<file path="src/rtl/icap_pkg.sv">
// icap_pkg: ICAPE2 command words, register addresses and reader FSM states.
package icap_pkg;
  localparam logic [31:0] ICAP_DUMMY      = 32'hFFFF_FFFF;
  localparam logic [31:0] ICAP_SYNC       = 32'hAA99_5566;
  localparam logic [31:0] ICAP_NOP        = 32'h2000_0000;
  localparam logic [31:0] ICAP_CMD_WR_HDR = 32'h3000_8001;
  localparam logic [31:0] ICAP_CMD_DESYNC = 32'h0000_000D;
  localparam logic [4:0] REG_STAT    = 5'h07;
  localparam logic [4:0] REG_IDCODE  = 5'h0C;
  localparam logic [4:0] REG_WBSTAR  = 5'h10;
  localparam logic [4:0] REG_BOOTSTS = 5'h16;
  typedef enum logic [2:0] {
    S_IDLE, S_WR, S_TURN_R, S_RD, S_TURN_W, S_DESYNC, S_DONE
  } icap_state_e;
  // Type-1 packet, read opcode, word count 1.
  function automatic logic [31:0] type1_read_hdr(input logic [4:0] addr);
    return 32'h2800_0001 | {14'd0, addr, 13'd0};
  endfunction
endpackage

</file>
<file path="src/rtl/icap_byte_bitswap.sv">
// icap_byte_bitswap: reverses bit order inside each byte, as ICAPE2 expects.
module icap_byte_bitswap (
  input  logic [31:0] din,
  output logic [31:0] dout
);
  for (genvar b = 0; b < 4; b++) begin : g_byte
    for (genvar j = 0; j < 8; j++) begin : g_bit
      assign dout[8*b+j] = din[8*b+7-j];
    end
  end
endmodule

</file>
<file path="src/rtl/icap_reg_reader.sv">
// icap_reg_reader: reads one configuration register via ICAPE2 (sync, type-1 read, desync).
module icap_reg_reader
  import icap_pkg::*;
#(
  parameter int RD_LAT = 3
) (
  input  logic        clk,
  input  logic        rst,
  input  logic        start,
  input  logic [4:0]  reg_addr,
  output logic        busy,
  output logic        done,
  output logic [31:0] rdata,
  output logic        icap_csib,
  output logic        icap_rdwrb,
  output logic [31:0] icap_i,
  input  logic [31:0] icap_o
);
  localparam logic [3:0] RD_LAST = 4'(RD_LAT - 1);
  icap_state_e state_q, state_d;
  logic [3:0]  phase_q, phase_d, last;
  logic [4:0]  addr_q, addr_d;
  logic [31:0] word_q, word_d, rdata_q, rdata_d, wr_word, ds_word, o_nat;
  logic        csib_q, csib_d, rdwrb_q, rdwrb_d, busy_q, busy_d, done_q, done_d;
  logic        cap_q, cap_d, wrap;
  icap_byte_bitswap u_swap_i (.din(word_q), .dout(icap_i));
  icap_byte_bitswap u_swap_o (.din(icap_o), .dout(o_nat));
  always_comb begin
    last = state_q == S_WR ? 4'd5 :
           state_q == S_RD ? RD_LAST :
           state_q == S_DESYNC ? 4'd3 :
           (state_q == S_TURN_R || state_q == S_TURN_W) ? 4'd1 : 4'd0;
    wrap = phase_q == last;
    state_d = state_q == S_IDLE ? (start ? S_WR : S_IDLE) :
              !wrap ? state_q :
              state_q == S_DONE ? S_IDLE : icap_state_e'(state_q + 3'd1);
    phase_d = (state_q == S_IDLE || wrap) ? 4'd0 : phase_q + 4'd1;
    addr_d = (state_q == S_IDLE && start) ? reg_addr : addr_q;
    // Outputs lag the state by one edge so every ICAP pin comes straight from a flop.
    wr_word = phase_q == 4'd0 ? ICAP_DUMMY :
              phase_q == 4'd1 ? ICAP_SYNC :
              phase_q == 4'd3 ? type1_read_hdr(addr_q) : ICAP_NOP;
    ds_word = phase_q == 4'd0 ? ICAP_CMD_WR_HDR :
              phase_q == 4'd1 ? ICAP_CMD_DESYNC : ICAP_NOP;
    word_d = state_q == S_WR ? wr_word : state_q == S_DESYNC ? ds_word : ICAP_DUMMY;
    csib_d = !(state_q == S_RD || state_q == S_DESYNC || (state_q == S_WR && phase_q != 4'd0));
    rdwrb_d = state_q == S_RD || (state_q == S_TURN_R && phase_q == 4'd1) ||
              (state_q == S_TURN_W && phase_q == 4'd0);
    busy_d = state_q != S_IDLE;
    done_d = state_q == S_DONE;
    cap_d = state_q == S_RD && wrap;
    rdata_d = cap_q ? o_nat : rdata_q;
  end
  always_ff @(posedge clk or posedge rst) begin
    if (rst) begin
      state_q <= S_IDLE;
      phase_q <= 4'd0;
      addr_q  <= 5'd0;
      word_q  <= ICAP_DUMMY;
      csib_q  <= 1'b1;
      rdwrb_q <= 1'b0;
      busy_q  <= 1'b0;
      done_q  <= 1'b0;
      cap_q   <= 1'b0;
      rdata_q <= 32'd0;
    end else begin
      state_q <= state_d;
      phase_q <= phase_d;
      addr_q  <= addr_d;
      word_q  <= word_d;
      csib_q  <= csib_d;
      rdwrb_q <= rdwrb_d;
      busy_q  <= busy_d;
      done_q  <= done_d;
      cap_q   <= cap_d;
      rdata_q <= rdata_d;
    end
  end
  assign busy       = busy_q;
  assign done       = done_q;
  assign rdata      = rdata_q;
  assign icap_csib  = csib_q;
  assign icap_rdwrb = rdwrb_q;
endmodule
</file>
<file path="config.mk">
export PLATFORM = sky130hd
export DESIGN_NAME = icap_reg_reader
export DESIGN_NICKNAME = d
export VERILOG_FILES = /design/src/rtl/icap_pkg.sv /design/src/rtl/icap_byte_bitswap.sv /design/src/rtl/icap_reg_reader.sv
export SDC_FILE = /design/constraint.sdc
export NUM_CORES = 1
export LEC_CHECK = 0
export ABC_AREA = 1
export CORE_ASPECT_RATIO = 0.5
export CORE_MARGIN = 2
export CORE_UTILIZATION = 45
export CTS_BUF_LIST = sky130_fd_sc_hd__clkbuf_8
export CTS_CLUSTER_DIAMETER = 120
export DETAILED_ROUTE_END_ITERATION = 8
export GPL_TIMING_DRIVEN = 0
export PLACE_DENSITY_LB_ADDON = 0.05
export SYNTH_ARGS = -nofsm -noshare
export SYNTH_HDL_FRONTEND = slang
export SYNTH_SLANG_ARGS = --single-unit
export TNS_END_PERCENT = 50
</file>
<file path="constraint.sdc">
create_clock -name clk -period 4.2 [get_ports clk]
set_input_delay 0.84 -clock clk [delete_from_list [all_inputs] [get_ports clk]]
set_output_delay 0.84 -clock clk [all_outputs]
set_load 0.05 [all_outputs]
</file>
==> results.py, run 1 <==
metrics = {
    "die": {
        "die_width_um": 113.4,
        "die_area_mm2": 0.006661,
        "top_level_ports": 108,
        "fp-row-count": 19,
        "initial_utilization": 0.4783,
        "fp.dieH_um": 58.72,
        "core_area_mm2": 0.005634,
    },
    "critical_path": {
        "critical_path.cell_chain": "buf_4 > clkdlybuf4s50_1",
        "largest_stage_delay_worst_path_ns": 0.81,
        "path_delay_family": "buffers and inverters",
        "required_ns": 3.36,
        "cell_with_the_largest_stage_delay_on_the_worst_path": "clkdlybuf4s50_1",
        "timing.critical_path.arrival_ns": 1.90,
        "end_kind": "output port",
        "crit_type": "reg -> out",
        "startpoint_type": "register",
        "highest_net_fanout_along_the_worst_path": 11,
        "worstPathBufferInverterCount": 2,
    },
    "place": {
        "port-buffer-count": 107,
        "place.detailed.hpwl_um": 4633,
        "routabilityCongestion": 0.8425,
    },
    "cts": {
        "cts_setup_buffers": 0,
        "cts_root_buffer": "clkbuf_8",
        "cts_num_sinks": 62,
        "cts_hold_buffers": 0,
        "cts_buffers": 9,
        "cts.path.max_buffers": 2,
        "tritoncts": "built",
        "clkSlewWorstSetupHoldPaths_ns": 0.06,
        "clk_latency_ns": 0.33,
        "h-tree-depth": 3,
        "cts.repair.resized": 0,
    },
    "synth": {
        "post_synth_net_total": 275,
        "synth_largest_type_area_fraction": 0.4457,
        "synth_cells": 231,
        "post_synthesis_share_of_cell_area_spent_on_full_adders_half_adders_and_majority_gates": 0.01857,
        "yosysUniqueCellTypes": 30,
        "synthTopCellsByArea": "dfrtp_1, mux2_2, dfstp_2",
        "synth-compound-area-share": 0.02414,
        "yosysWarningCount": 0,
        "ys_seq_area_frac": 0.5822,
        "yosys_register_bits": 62,
        "syn-mean-instance-area_um2": 11.67,
        "simple_gate_share_of_the_synthesized_area": 0.1198,
        "post_synth_mux_area_share": 0.1421,
        "synth_largest_area_cell": "dfrtp_1",
        "synth_top_family_by_area": "multiplexers",
        "netlist_area_mm2": 0.002695,
        "synth-xor-area-share": 0.006500,
    },
    "sta": {
        "rsz0062_at_grt": "false",
        "slew_headroom": 0.6293,
        "final-hold-violation-count": 0,
        "finalCritPeriodShare": 0.6524,
        "final-setup-viol-count": 0,
        "finClkSkew_ns": 0.008003,
        "worst_pin_slew_ns": 0.5543,
        "setup_total_negative_slack_ns": 0,
        "post-route-min-period_ns": 2.740,
        "max_freq_ghz": 0.3649,
        "report.final.slew_viol_count": 0,
    },
    "run_status": {
        "status": "complete, no violations",
    },
    "global_route": {
        "grt_max_degree": 42,
        "wire_length_of_the_first_global_routing_pass_um": 9349,
        "residual_overflow_from_global_routing": 0,
        "number_of_global_route_vias_before_repair": 1926,
        "number_of_antenna_violations_at_the_first_check_in_global_routing": 0,
        "grtUsageTotal": 0.1878,
    },
    "drt": {
        "routed_wirelength_um": 5780,
        "vias_per_cell": 4.528,
        "ant_nets": 0,
        "drt-wirelength-per-cell_um": 13.50,
        "vias": 1938,
        "firstDrtPassIters": 4,
        "drt_drc_violations_left": 0,
        "drt_iter0_drc": 79,
    },
    "flow_run": {
        "maxCapViolCount": 0,
    },
    "final_layout": {
        "layout_cells_sized_above_1": 0.2789,
        "number_of_nets_in_the_layout": 394,
        "antenna_cells": 0,
        "syn_to_final_growth_pct": 51.25,
    },
    "hold_path": {
        "hold_path.class": "reg -> reg",
    },
}
[flip-flops by register name, indices dropped and copies added, names as in the netlist]
| name | flops |
|---|---|
| cap_q | 1 |
| word_q | 13 |
| state_q | 3 |
| busy | 1 |
| phase_q | 4 |
| done | 1 |
| icap_rdwrb | 1 |
| rdata | 32 |
| addr_q | 5 |
| icap_csib | 1 |
[final cells by class]
type                    count  area, µm²
multi-input cells         117      838.3
flip-flops and latches     62       1569
clock buffers              10      137.6
inverters                  27      103.9
fillers                   423       1558
repair buffers            108       1091
plain buffers              25      183.9
well taps                  73      91.34
clock inverters             6      61.31
[layout by cell type, fill, tap and decap left out, types with 2 or more instances in the layout]
master	netlist	routed
clkdlybuf4s50_1	0	107
dfrtp_1	48	48
mux2_2	33	33
nand2_1	26	26
inv_1	25	24
buf_4	19	19
nor2_1	15	15
dfstp_2	14	14
nand3_1	12	12
clkbuf_8	0	10
a21oi_1	5	5
o21ai_0	4	4
ha_1	4	4
buf_2	3	3
clkinv_2	0	3
buf_6	2	2
nor2_4	2	2
inv_2	1	2
nand3_2	2	2
nand2_2	2	2
nor3_1	2	2
[cell usage after synthesis, drive strengths merged]
library cell and n:
dfstp 14, clkbuf 1, o221ai 1, or3b 1, nand3 15, inv 27, mux2 34, a31oi 1
nor2 17, o21ai 5, a21oi 5, nand4 1, buf 24, xor2 1, ha 4, xnor2 1
nand2 29, nor3 2, dfrtp 48
[routing by layer]
layer,track usage,up-vias,wire length (µm)
li1,-,964,-
met1,0.2315,913,2552
met2,0.3199,57,2845
met3,0.06797,4,342
met4,0.05226,0,40
met5,0,-,0
[metrics by stage]
step	cell area, µm²	std cells	util	hold slack (ns)	setup slack, ns
2_1_floorplan	2695	231	-	0.4711	1.842
4_1_cts	4076	428	0.7235	0.4969	1.417
3_3_place_gp	3857	411	0.6847	0.4745	0.8608
6_report	4076	428	0.7235	0.4892	1.460
3_5_place_dp	3877	412	0.6882	0.4824	1.790
5_1_grt	4076	428	0.7235	0.5170	1.387
[logic make-up after synthesis]
family,after synthesis
adders and majority gates,4
DFF,62
buffers and inverters,52
xor gates and xnor gates,2
and+or+nand+nor,65
AOI/OAI and AO/OA,12
muxes,34
[path summary, 6_finish.rpt]
| path | start | end | slack, ns | depth (start not counted) |
|---|---|---|---|---|
| min in group asynchronous | rst | rdata[23] | 0.85 | 2 |
| max reg2reg | state_q[0] | phase_q[0] | 2.60 | 12 |
| max in group asynchronous | rst | word_q[0] | 2.71 | 3 |
| max | word_q[20] | icap_i[16] | 1.46 | 2 |
| min | rdata[14] | rdata[14] | 0.49 | 1 |
| min reg2reg | rdata[14] | rdata[14] | 0.49 | 1 |
[worst reg2reg max path: stages (launching register included)]
cell and delay, ns:
dfrtp_1 0.37, buf_6 0.14, nand2_1 0.07, inv_1 0.05
ha_1 0.20, nand2_1 0.09, nand2_1 0.05, nand2_1 0.05
nand2_1 0.07, nor2_4 0.12, nand3_4 0.12, nand2_4 0.11
nor2_1 0.04
Power of run 1 is not shown: default switching activity piles up to over one toggle a cycle in this logic, so the estimate is an artifact.
==> run 2: changes to the inputs <==
Settings changed: CORE_UTILIZATION 45 to 40.
Clock period 4.2 ns to 2.4 ns, I/O delays scaled along.
==> run 2 against run 1 <==
Net effect: via count grew 1.8%; utilization shrank 11 points; highest routed layer unchanged; design area shrank 0.18%; die area grew 12%; count of clock-buffer cells in the layout grew 2; hold slack gained 0.0080 ns; critical path type unchanged; global-route usage shrank 2.6 points; clock skew shrank 0.0031 ns.
==> results.py, run 2 (synthesis results as in run 1) <==
metrics = {
    "run_status": {
        "status": "complete, no violations",
    },
    "sta": {
        "max_freq_ghz": 0.4396,
        "finalCritPeriodShare": 0.9479,
        "post-route-min-period_ns": 2.275,
        "final-setup-viol-count": 0,
        "report.final.slew_viol_count": 0,
        "slew_headroom": 0.5679,
        "worst_pin_slew_ns": 0.6472,
        "final-hold-violation-count": 0,
        "finClkSkew_ns": 0.004924,
        "rsz0062_at_grt": "false",
        "setup_total_negative_slack_ns": 0,
    },
    "cts": {
        "h-tree-depth": 3,
        "tritoncts": "built",
        "cts_setup_buffers": 0,
        "clk_latency_ns": 0.34,
        "cts_root_buffer": "clkbuf_8",
        "cts_num_sinks": 62,
        "cts.path.max_buffers": 2,
        "cts_buffers": 9,
        "clkSlewWorstSetupHoldPaths_ns": 0.06,
    },
    "flow_run": {
        "maxCapViolCount": 0,
    },
    "place": {
        "post_dp_cell_area_mm2": 0.003901,
        "place_inst": 431,
        "port-buffer-count": 107,
        "routabilityCongestion": 0.8006,
        "place.detailed.hpwl_um": 4451,
    },
    "hold_path": {
        "hold_path.class": "reg -> reg",
    },
    "drt": {
        "vias_per_cell": 4.412,
        "routed_wirelength_um": 5824,
        "ant_nets": 0,
        "drt_iter0_drc": 40,
        "drt_drc_violations_left": 0,
        "drt-wirelength-per-cell_um": 13.03,
        "vias": 1972,
        "firstDrtPassIters": 4,
    },
    "final_layout": {
        "regArea_mm2": 0.001569,
        "layout.filler_cells": 522,
        "number_of_nets_in_the_layout": 394,
        "layout_cells_sized_above_1": 0.2986,
        "finish.instance_area_mm2": 0.004069,
        "largest_reg_flops": 32,
        "final_cell_mix": "clkdlybuf4s50_1, dfrtp_1, mux2_2",
        "antenna_cells": 0,
        "final-instance-count-excl-fill": 447,
        "syn_to_final_growth_pct": 50.97,
        "finalCoreUtilization": 0.6170,
        "commonest_non_fill_non_tap_cell_in_the_layout": "clkdlybuf4s50_1",
        "combined_area_of_the_multi_input_logic_cells_um2": 838.3,
    },
    "global_route": {
        "grtUsageTotal": 0.1615,
        "wire_length_of_the_first_global_routing_pass_um": 8894,
        "grt_max_degree": 34,
        "number_of_global_route_vias_before_repair": 1839,
        "residual_overflow_from_global_routing": 0,
        "number_of_antenna_violations_at_the_first_check_in_global_routing": 0,
    },
    "critical_path": {
        "end_kind": "output port",
        "path_delay_family": "buffers and inverters",
        "largest_stage_delay_worst_path_ns": 0.84,
        "cell_with_the_largest_stage_delay_on_the_worst_path": "clkdlybuf4s50_1",
        "startpoint_type": "register",
        "crit_type": "reg -> out",
        "timing.critical_path.arrival_ns": 1.79,
        "highest_net_fanout_along_the_worst_path": 11,
        "critical_path.cell_chain": "clkdlybuf4s50_1",
        "worstPathBufferInverterCount": 1,
        "required_ns": 1.92,
    },
    "die": {
        "core_area_mm2": 0.006595,
        "fp.dieH_um": 62.04,
        "top_level_ports": 108,
        "die_width_um": 120.1,
        "die_area_mm2": 0.007450,
        "fp-row-count": 21,
        "initial_utilization": 0.4087,
    },
}
-- run 2: cell types whose count changed in the layout (fill, tap and decap cells not counted), sizes merged, moves of 2 or more --
cell / before / now
dlygate4sd2: 0 / 3
buf: 25 / 35
dlymetal6s2s: 0 / 6
clkbuf: 11 / 13
clkdlybuf4s50: 107 / 88
clkinv: 4 / 1
inv: 27 / 30
-- run 2: cell type report --
cell class	count	share of cell area
clock buffers	12	0.04059
plain buffers	25	0.04520
multi-input cells	117	0.2060
inverters	27	0.02552
repair buffers	108	0.2648
well taps	92	0.02829
flip-flops and latches	62	0.3856
clock inverters	4	0.003998
-- run 2: worst paths after layout --
path | startpoint | to | slack [ns] | cells after the start
min in group asynchronous | rst | rdata[5] | 0.55 | 2
max | word_q[20] | icap_i[1] | 0.13 | 1
min reg2reg | rdata[14] | rdata[14] | 0.50 | 1
max in group asynchronous | rst | word_q[29] | 1.18 | 3
min | rdata[14] | rdata[14] | 0.50 | 1
max reg2reg | state_q[0] | phase_q[3] | 0.82 | 12
-- run 2: metal layers --
metal  GRT usage  vias up  routed length [µm]
met1      0.2013      931                2703
li1            -      969                   -
met2      0.2532       64                2621
met4     0.06387        0                  69
met3     0.07208        8                 431
met5           0        -                   0
-- run 2: stage by stage --
step	setup WS [ns]	hold WS (ns)
4_1_cts	0.0007143	0.5061
6_report	0.1250	0.4972
3_3_place_gp	-0.6200	0.4729
3_5_place_dp	0.3728	0.4948
5_1_grt	0.04430	0.5166
2_1_floorplan	0.4018	0.4711
-- run 2: repair_timing --
action                                  in CTS  in global routing
hold buffers                                 0                  0
resized for setup                            7                 12
hold endpoints to repair                     0                  0
endpoints found under the setup margin       7                 12
pin swaps                                    0                  0
Power of run 2 is left out for the same reason.
